==> src/rtl/sparc_mul_arb_if.sv <==
// Multiply issue/completion and ACCUM control bundle between the requesters and sparc_mul_arb.
// The master side drives requests and ACCUM pulses; the slave side drives acks, issue strobes and done.
interface sparc_mul_arb_if;
    logic ecl_mul_req_vld;
    logic spu_mul_req_vld;
    logic spu_mul_acc;
    logic spu_mul_x2;
    logic spu_mul_areg_shf;
    logic spu_mul_areg_rst;
    logic mul_ecl_ack;
    logic mul_spu_ack;
    logic valid;
    logic spick;
    logic x2;
    logic mul_ecl_done;
    logic mul_spu_done;
    logic acc_reg_enb;
    logic acc_reg_rst;
    logic acc_reg_shf;

    modport master (
        output ecl_mul_req_vld, spu_mul_req_vld, spu_mul_acc, spu_mul_x2,
               spu_mul_areg_shf, spu_mul_areg_rst,
        input  mul_ecl_ack, mul_spu_ack, valid, spick, x2,
               mul_ecl_done, mul_spu_done, acc_reg_enb, acc_reg_rst, acc_reg_shf
    );

    modport slave (
        input  ecl_mul_req_vld, spu_mul_req_vld, spu_mul_acc, spu_mul_x2,
               spu_mul_areg_shf, spu_mul_areg_rst,
        output mul_ecl_ack, mul_spu_ack, valid, spick, x2,
               mul_ecl_done, mul_spu_done, acc_reg_enb, acc_reg_rst, acc_reg_shf
    );
endinterface

==> src/rtl/sparc_mul_arb.sv <==
// EXU/SPU multiply arbiter with LAT-cycle completion tracking and ACCUM control.
// Zero-cycle request-to-ack; requests are level and wait until acked; done fires LAT cycles after issue.
module sparc_mul_arb #(
    parameter int unsigned LAT = 5
) (
    input  logic           rclk,
    input  logic           rst,
    sparc_mul_arb_if.slave bus
);

    logic           last_spu;
    logic [LAT-1:0] pipe_vld;
    logic [LAT-1:0] pipe_spu;
    logic [LAT-1:0] pipe_acc;
    logic           shf_pend;
    logic           rst_pend;
    logic           shf_pend_nxt;
    logic           rst_pend_nxt;

    logic ecl_win;
    logic spu_win;
    logic issue;
    logic acc_done;
    logic shf_eff;
    logic rst_eff;

    // On a tie the requester that did not win last time takes the slot.
    assign ecl_win = ~rst & bus.ecl_mul_req_vld & (~bus.spu_mul_req_vld | last_spu);
    assign spu_win = ~rst & bus.spu_mul_req_vld & (~bus.ecl_mul_req_vld | ~last_spu);
    assign issue   = ecl_win | spu_win;

    assign bus.mul_ecl_ack  = ecl_win;
    assign bus.mul_spu_ack  = spu_win;
    assign bus.valid        = issue;
    assign bus.spick        = spu_win;
    assign bus.x2           = bus.spu_mul_x2 & spu_win;

    assign bus.mul_ecl_done = pipe_vld[LAT-1] & ~pipe_spu[LAT-1];
    assign bus.mul_spu_done = pipe_vld[LAT-1] & pipe_spu[LAT-1];
    assign acc_done         = bus.mul_spu_done & pipe_acc[LAT-1];

    always_ff @(posedge rclk or posedge rst) begin
        if (rst) begin
            last_spu <= 1'b1;
            pipe_vld <= '0;
            pipe_spu <= '0;
            pipe_acc <= '0;
            shf_pend <= 1'b0;
            rst_pend <= 1'b0;
        end else begin
            if (issue) begin
                last_spu <= spu_win;
            end
            pipe_vld <= {pipe_vld[LAT-2:0], issue};
            pipe_spu <= {pipe_spu[LAT-2:0], spu_win};
            pipe_acc <= {pipe_acc[LAT-2:0], bus.spu_mul_acc & spu_win};
            shf_pend <= shf_pend_nxt;
            rst_pend <= rst_pend_nxt;
        end
    end

    // An accumulate load owns the ACCUM port; shift/clear wait for a free cycle.
    always_comb begin
        shf_eff          = shf_pend | (~rst & bus.spu_mul_areg_shf);
        rst_eff          = rst_pend | (~rst & bus.spu_mul_areg_rst);
        shf_pend_nxt     = shf_eff;
        rst_pend_nxt     = rst_eff;
        bus.acc_reg_enb  = 1'b0;
        bus.acc_reg_rst  = 1'b0;
        bus.acc_reg_shf  = 1'b0;
        if (acc_done) begin
            bus.acc_reg_enb = 1'b1;
        end else if (rst_eff) begin
            bus.acc_reg_rst = 1'b1;
            rst_pend_nxt    = 1'b0;
            shf_pend_nxt    = 1'b0;
        end else if (shf_eff) begin
            bus.acc_reg_enb = 1'b1;
            bus.acc_reg_shf = 1'b1;
            shf_pend_nxt    = 1'b0;
        end
    end

endmodule

==> src/flat_wrapper.sv <==
// flat-port wrapper written by rule: the top's interface ports become plain ports
module sparc_mul_arb_flat 
#(
    parameter int unsigned LAT = 5
)
  (rclk, rst, bus_ecl_mul_req_vld, bus_spu_mul_req_vld, bus_spu_mul_acc, bus_spu_mul_x2, bus_spu_mul_areg_shf, bus_spu_mul_areg_rst, bus_mul_ecl_ack, bus_mul_spu_ack, bus_valid, bus_spick, bus_x2, bus_mul_ecl_done, bus_mul_spu_done, bus_acc_reg_enb, bus_acc_reg_rst, bus_acc_reg_shf);
  sparc_mul_arb_if bus_i ();
  input  logic rclk;
  input  logic rst;
  input wire logic [$bits(bus_i.ecl_mul_req_vld)-1:0] bus_ecl_mul_req_vld;
  input wire logic [$bits(bus_i.spu_mul_req_vld)-1:0] bus_spu_mul_req_vld;
  input wire logic [$bits(bus_i.spu_mul_acc)-1:0] bus_spu_mul_acc;
  input wire logic [$bits(bus_i.spu_mul_x2)-1:0] bus_spu_mul_x2;
  input wire logic [$bits(bus_i.spu_mul_areg_shf)-1:0] bus_spu_mul_areg_shf;
  input wire logic [$bits(bus_i.spu_mul_areg_rst)-1:0] bus_spu_mul_areg_rst;
  output wire logic [$bits(bus_i.mul_ecl_ack)-1:0] bus_mul_ecl_ack;
  output wire logic [$bits(bus_i.mul_spu_ack)-1:0] bus_mul_spu_ack;
  output wire logic [$bits(bus_i.valid)-1:0] bus_valid;
  output wire logic [$bits(bus_i.spick)-1:0] bus_spick;
  output wire logic [$bits(bus_i.x2)-1:0] bus_x2;
  output wire logic [$bits(bus_i.mul_ecl_done)-1:0] bus_mul_ecl_done;
  output wire logic [$bits(bus_i.mul_spu_done)-1:0] bus_mul_spu_done;
  output wire logic [$bits(bus_i.acc_reg_enb)-1:0] bus_acc_reg_enb;
  output wire logic [$bits(bus_i.acc_reg_rst)-1:0] bus_acc_reg_rst;
  output wire logic [$bits(bus_i.acc_reg_shf)-1:0] bus_acc_reg_shf;
  assign bus_i.ecl_mul_req_vld = bus_ecl_mul_req_vld;
  assign bus_i.spu_mul_req_vld = bus_spu_mul_req_vld;
  assign bus_i.spu_mul_acc = bus_spu_mul_acc;
  assign bus_i.spu_mul_x2 = bus_spu_mul_x2;
  assign bus_i.spu_mul_areg_shf = bus_spu_mul_areg_shf;
  assign bus_i.spu_mul_areg_rst = bus_spu_mul_areg_rst;
  assign bus_mul_ecl_ack = bus_i.mul_ecl_ack;
  assign bus_mul_spu_ack = bus_i.mul_spu_ack;
  assign bus_valid = bus_i.valid;
  assign bus_spick = bus_i.spick;
  assign bus_x2 = bus_i.x2;
  assign bus_mul_ecl_done = bus_i.mul_ecl_done;
  assign bus_mul_spu_done = bus_i.mul_spu_done;
  assign bus_acc_reg_enb = bus_i.acc_reg_enb;
  assign bus_acc_reg_rst = bus_i.acc_reg_rst;
  assign bus_acc_reg_shf = bus_i.acc_reg_shf;
  sparc_mul_arb #(.LAT(LAT)) u_core (.rclk(rclk), .rst(rst), .bus(bus_i));
endmodule
==> config.mk <==
export PLATFORM = sky130hd
export DESIGN_NAME = sparc_mul_arb_flat
export DESIGN_NICKNAME = d
export VERILOG_FILES = /design/src/rtl/sparc_mul_arb_if.sv /design/src/rtl/sparc_mul_arb.sv /design/src/flat_wrapper.sv
export SDC_FILE = /design/constraint.sdc
export NUM_CORES = 1
export LEC_CHECK = 0
export ABC_CLOCK_PERIOD_IN_PS = 1680
export BUFFER_PORTS_ARGS = -buffer_cell sky130_fd_sc_hd__clkbuf_2
export CAP_MARGIN = 40
export CORE_UTILIZATION = 30
export DETAILED_ROUTE_END_ITERATION = 6
export PLACE_DENSITY_LB_ADDON = 0.2
export SKIP_LAST_GASP = 1
export SLEW_MARGIN = 20
export SYNTH_ARGS = -nofsm -noshare
export SYNTH_HDL_FRONTEND = slang
export SYNTH_SLANG_ARGS = --single-unit
==> constraint.sdc <==
create_clock -name rclk -period 1.68 [get_ports rclk]
set_clock_uncertainty 0.05 [all_clocks]
set_input_delay 0.252 -clock rclk [delete_from_list [all_inputs] [get_ports rclk]]
set_output_delay 0.252 -clock rclk [all_outputs]
set_load 0.005 [all_outputs]
# Word level (Yosys, flattened, before mapping)
# Cells that the tools add are included.
# totals
elab_cells	35
out_inout_bits	10
reg_bits	18
# classes
bitwise_logic	21
muxes	8
# op_table
operator	n
AND 1 bit	11
two-way mux 1 bit	8
NOT 1 bit	5
OR 1 bit	5

# Logic depth before layout (Yosys ltp)
# depth
ltp_word	6
mapped_depth	3
mapped_depth_nobuf	3

# Worst setup path after synthesis
# No wires, ideal clock.
# synth_timing
kind	input to output
from	input port rst
to	output port bus_acc_reg_enb
stages	3
slack_ns	0.493
t_arrival_ns	0.885
t_required_ns	1.378
path_cell_list	inv_2 -> a21oi_1 -> o21ai_0
# synth_via
elab_chain_len	6
elab_cells_between_ends	8
cone_classes	3 x mux; 5 x bitwise
# synth_rtl
item	line_no	rtl
start: declaration	flat_wrapper.sv:9	input logic rst;
NOT 1 bit (*)	sparc_mul_arb.sv:64, sparc_mul_arb.sv:65	
AND 1 bit	sparc_mul_arb.sv:64	shf_eff = shf_pend | (~rst & bus.spu_mul_areg_shf);
OR 1 bit	sparc_mul_arb.sv:64	
two-way mux 1 bit	sparc_mul_arb.sv:77	end else if (shf_eff) begin
two-way mux 1 bit (*)	sparc_mul_arb.sv:73	end else if (rst_eff) begin
two-way mux 1 bit (*)	sparc_mul_arb.sv:71	if (acc_done) begin
end: declaration	flat_wrapper.sv:23	output wire logic [$bits(bus_i.acc_reg_enb)-1:0] bus_acc_reg_enb;
# Mark *: on every way between the ends. The rest lies on a longest branch, timed or not.

# Worst setup path after layout
# layout_timing
from	register u_core.last_spu
to	output port bus_x2
# layout_via
elab_chain_len	4
# layout_rtl
item	line_no	rtl
start: declaration	sparc_mul_arb.sv:11	logic last_spu;
start signal: assignment	sparc_mul_arb.sv:52	last_spu <= spu_win;
NOT 1 bit	sparc_mul_arb.sv:29	assign spu_win = ~rst & bus.spu_mul_req_vld & (~bus.ecl_mul_req_vld | ~last_spu);
OR 1 bit	sparc_mul_arb.sv:29	
AND 1 bit	sparc_mul_arb.sv:29	
AND 1 bit	sparc_mul_arb.sv:36	assign bus.x2 = bus.spu_mul_x2 & spu_win;
end: declaration	flat_wrapper.sv:20	output wire logic [$bits(bus_i.x2)-1:0] bus_x2;
# Every way passes these cells.

==> impl_metrics.env <==
export IMPL_wire_per_inst_um=8.78
export IMPL_critPathCaptureType="output pin"
export IMPL_grt_pass1_vias=311
export IMPL_powerDensity_mw_per_mm2=993
export IMPL_arrival_ns=1.24
export IMPL_fin_nets=71
export IMPL_critPathRequiredTime_ns=1.38
export IMPL_clock_fmax_mhz=647
export IMPL_pre_cts_ws_ns=0.363
export IMPL_fin_setup_tns_ns=0
export IMPL_port_buffers=17
export IMPL_synth_cell_type_count=16
export IMPL_grt_max_degree=18
export IMPL_rr_worst_depth=2
export IMPL_reg2reg_slack_ns=0.73
export IMPL_path_cells="a211oi_4, and2_1, clkbuf_2"
export IMPL_drv_slew=0
export IMPL_root_buffer="clkbuf_4"
export IMPL_cts_tree="yes"
export IMPL_die_w_um=46.1
export IMPL_syn_area_per_cell_um2=14.6
export IMPL_grt_first_pass_wirelength_um=1150
export IMPL_start_util_pct=32.8
export IMPL_insertion_delay_ns=0.28
export IMPL_status="complete, no violations"
export IMPL_cts_buffers=3
export IMPL_reg2reg_to="u_core.last_spu"
export IMPL_ir_drop_v=0.000505
export IMPL_clk_pin_slew_ns=0.10
export IMPL_via_count=356
export IMPL_gp_congestion=0.637
export IMPL_coreArea_mm2=0.00178
export IMPL_r2r_start="u_core.last_spu"
export IMPL_critical_path_top_delay_family="flip-flops"
export IMPL_drt_pass1_iter_count=1
export IMPL_syn_to_final_growth_pct=27.4
export IMPL_num_rows=15
export IMPL_tightestPinTransition_ns=0.257
export IMPL_setup_viol=0
export IMPL_wirelength_um=764
export IMPL_ys_seq_area_share_pct=77.3
export IMPL_post_route_worst_setup_slack_ns=0.135
export IMPL_dieArea_mm2=0.00213
export IMPL_synth_nets=48
export IMPL_slowest_stage="dfstp_2"
export IMPL_synth_async_reset_ratio_pct=100
export IMPL_die_h_um=46.1
export IMPL_utilization_pct=41.8
export IMPL_ys_flop_type="dfrtp_1"
export IMPL_timing_slew_headroom_pct=82.8
export IMPL_io_pins=18
export IMPL_ys_warn_count=0
export IMPL_cts_sinks=18
export IMPL_drtIter0Drc=0
export IMPL_final_layout_size_suffix_gt1_share_pct=40.3
export IMPL_post_cts_buffers=0
export IMPL_critPathBufInv=1
export IMPL_p_leak_nw=0.396
export IMPL_dp_hpwl_um=546
export IMPL_ys_ff_latch=18
export IMPL_cts_buffer_depth=2
export IMPL_crit_type="reg -> out"
export IMPL_grt_overflow_total=0
export IMPL_rsz0062_at_grt="no"
export IMPL_synth_edf_count=0
export IMPL_antenna_left=0
export IMPL_place_area_um2=701
export IMPL_viasPerCell=4.09
export IMPL_num_antenna_cells=0
export IMPL_cap_viol_max_count=0
export IMPL_htreeDepth=1
export IMPL_synthCells=40
export IMPL_hp_class="in -> async"
export IMPL_antenna_found_initial=0
export IMPL_final_area_um2=744
export IMPL_track_usage_pct=8.13
export IMPL_finalCriticalPeriod_ns=1.54
export IMPL_worstPathMaxFanout=6
export IMPL_fin_crit_sh_pct=91.9
export IMPL_synth_area_um2=584
export IMPL_hold_viol_final=0
export IMPL_critical_path_max_stage_delay_ns=0.40
export IMPL_drc=0
export IMPL_start_kind="flip-flop"
[cells in the mapped netlist, types with 2 or more instances]
cell type / instances / area (um^2)
a21oi_1: 3 / 15.0
and2_1: 3 / 18.8
dfrtp_1: 17 / 425
nor2_1: 4 / 15.0
o21ai_0: 2 / 10.0
[routing by layer]
layer  up-vias  global-route usage [%]  wire [um]
li1        173                       -          -
met1       165                    8.97        369
met2        18                    12.7        340
met3         0                    3.53         53
met4         0                    5.29          0
met5         -                       0          0
[how the worst max path moves through the flow]
| stage | start | depth (start not counted) | endpoint | slack, ns |
|---|---|---|---|---|
| finish | u_core.last_spu | 3 | bus_x2 | 0.14 |
| global route | u_core.pipe_spu[4] | 4 | bus_acc_reg_shf | 0.03 |
| CTS | u_core.last_spu | 3 | bus_x2 | 0.06 |
| detailed placement | bus_spu_mul_req_vld | 5 | bus_x2 | 0.36 |
| global placement | bus_spu_mul_req_vld | 5 | bus_x2 | 0.41 |
| floorplan | rst | 3 | bus_acc_reg_enb | 0.49 |
[cell families (layout without fill, tap and decap cells)]
kind of cell | Yosys count | in the layout | synth area share [%]
buffers and inverters | 3 | 25 | 2.57
DFF | 18 | 18 | 77.3
AOI/OAI and AO/OA | 8 | 8 | 9.42
and+or+nand+nor | 11 | 11 | 10.7
[through the flow]
step                      std cells  power [mW]  hold WS [ns]
after floorplan                  40       0.503        0.0579
after global placement           82       0.532         0.109
after detailed placement         82       0.533         0.112
after CTS                        87       0.746        0.0277
after global routing             87       0.777        0.0661
final                            87       0.739        0.0313
[registers in the layout, summed over array words and instances (netlist names)]
name / flops
u_core.pipe_acc: 5
u_core.pipe_spu: 5
u_core.pipe_vld: 5
u_core.last_spu: 1
u_core.rst_pend: 1
u_core.shf_pend: 1
[placed cells by master, fill, tap and decap left out]
master         instances
dfrtp_1               17
nor2b_1                1
nand2_1                1
o21ai_0                2
a21oi_1                3
dlygate4sd3_1          1
dfstp_2                1
nor2_1                 4
clkbuf_1               1
a211oi_4               1
buf_4                  1
inv_1                  1
nand2b_1               1
a21o_1                 1
clkbuf_4               3
nor3b_2                1
o211a_1                1
and2_1                 3
clkbuf_2              17
inv_2                  1
[worst min-delay path, cell delays in order]
cell and delay, ns:
clkbuf_2 0.13, inv_2 0.11, buf_4 0.25
[what timing repair did]
| action | CTS | global route |
|---|---|---|
| hold buffers | 1 | 0 |
| endpoints found under the setup margin | 0 | 1 |
| hold endpoints to repair | 1 | 0 |
| resized for setup | 0 | 1 |
[area by class of cell]
| class | instances | area (um^2) |
|---|---|---|
| inverter | 2 | 7.51 |
| sequential | 18 | 452 |
| multi-input combinational | 19 | 125 |
| fill | 186 | 1040 |
| clock buffer | 4 | 26.3 |
| tap | 25 | 31.3 |
| timing repair buffer | 19 | 103 |
[report_power, final]
part,leakage (nW),total [mW],internal [mW],switching [mW]
Sequential,0.233,0.467,0.458,0.00914
Combinational,0.147,0.0613,0.0288,0.0325
Clock,0.0150,0.211,0.0920,0.119
Power figures use the tool's default switching activity.
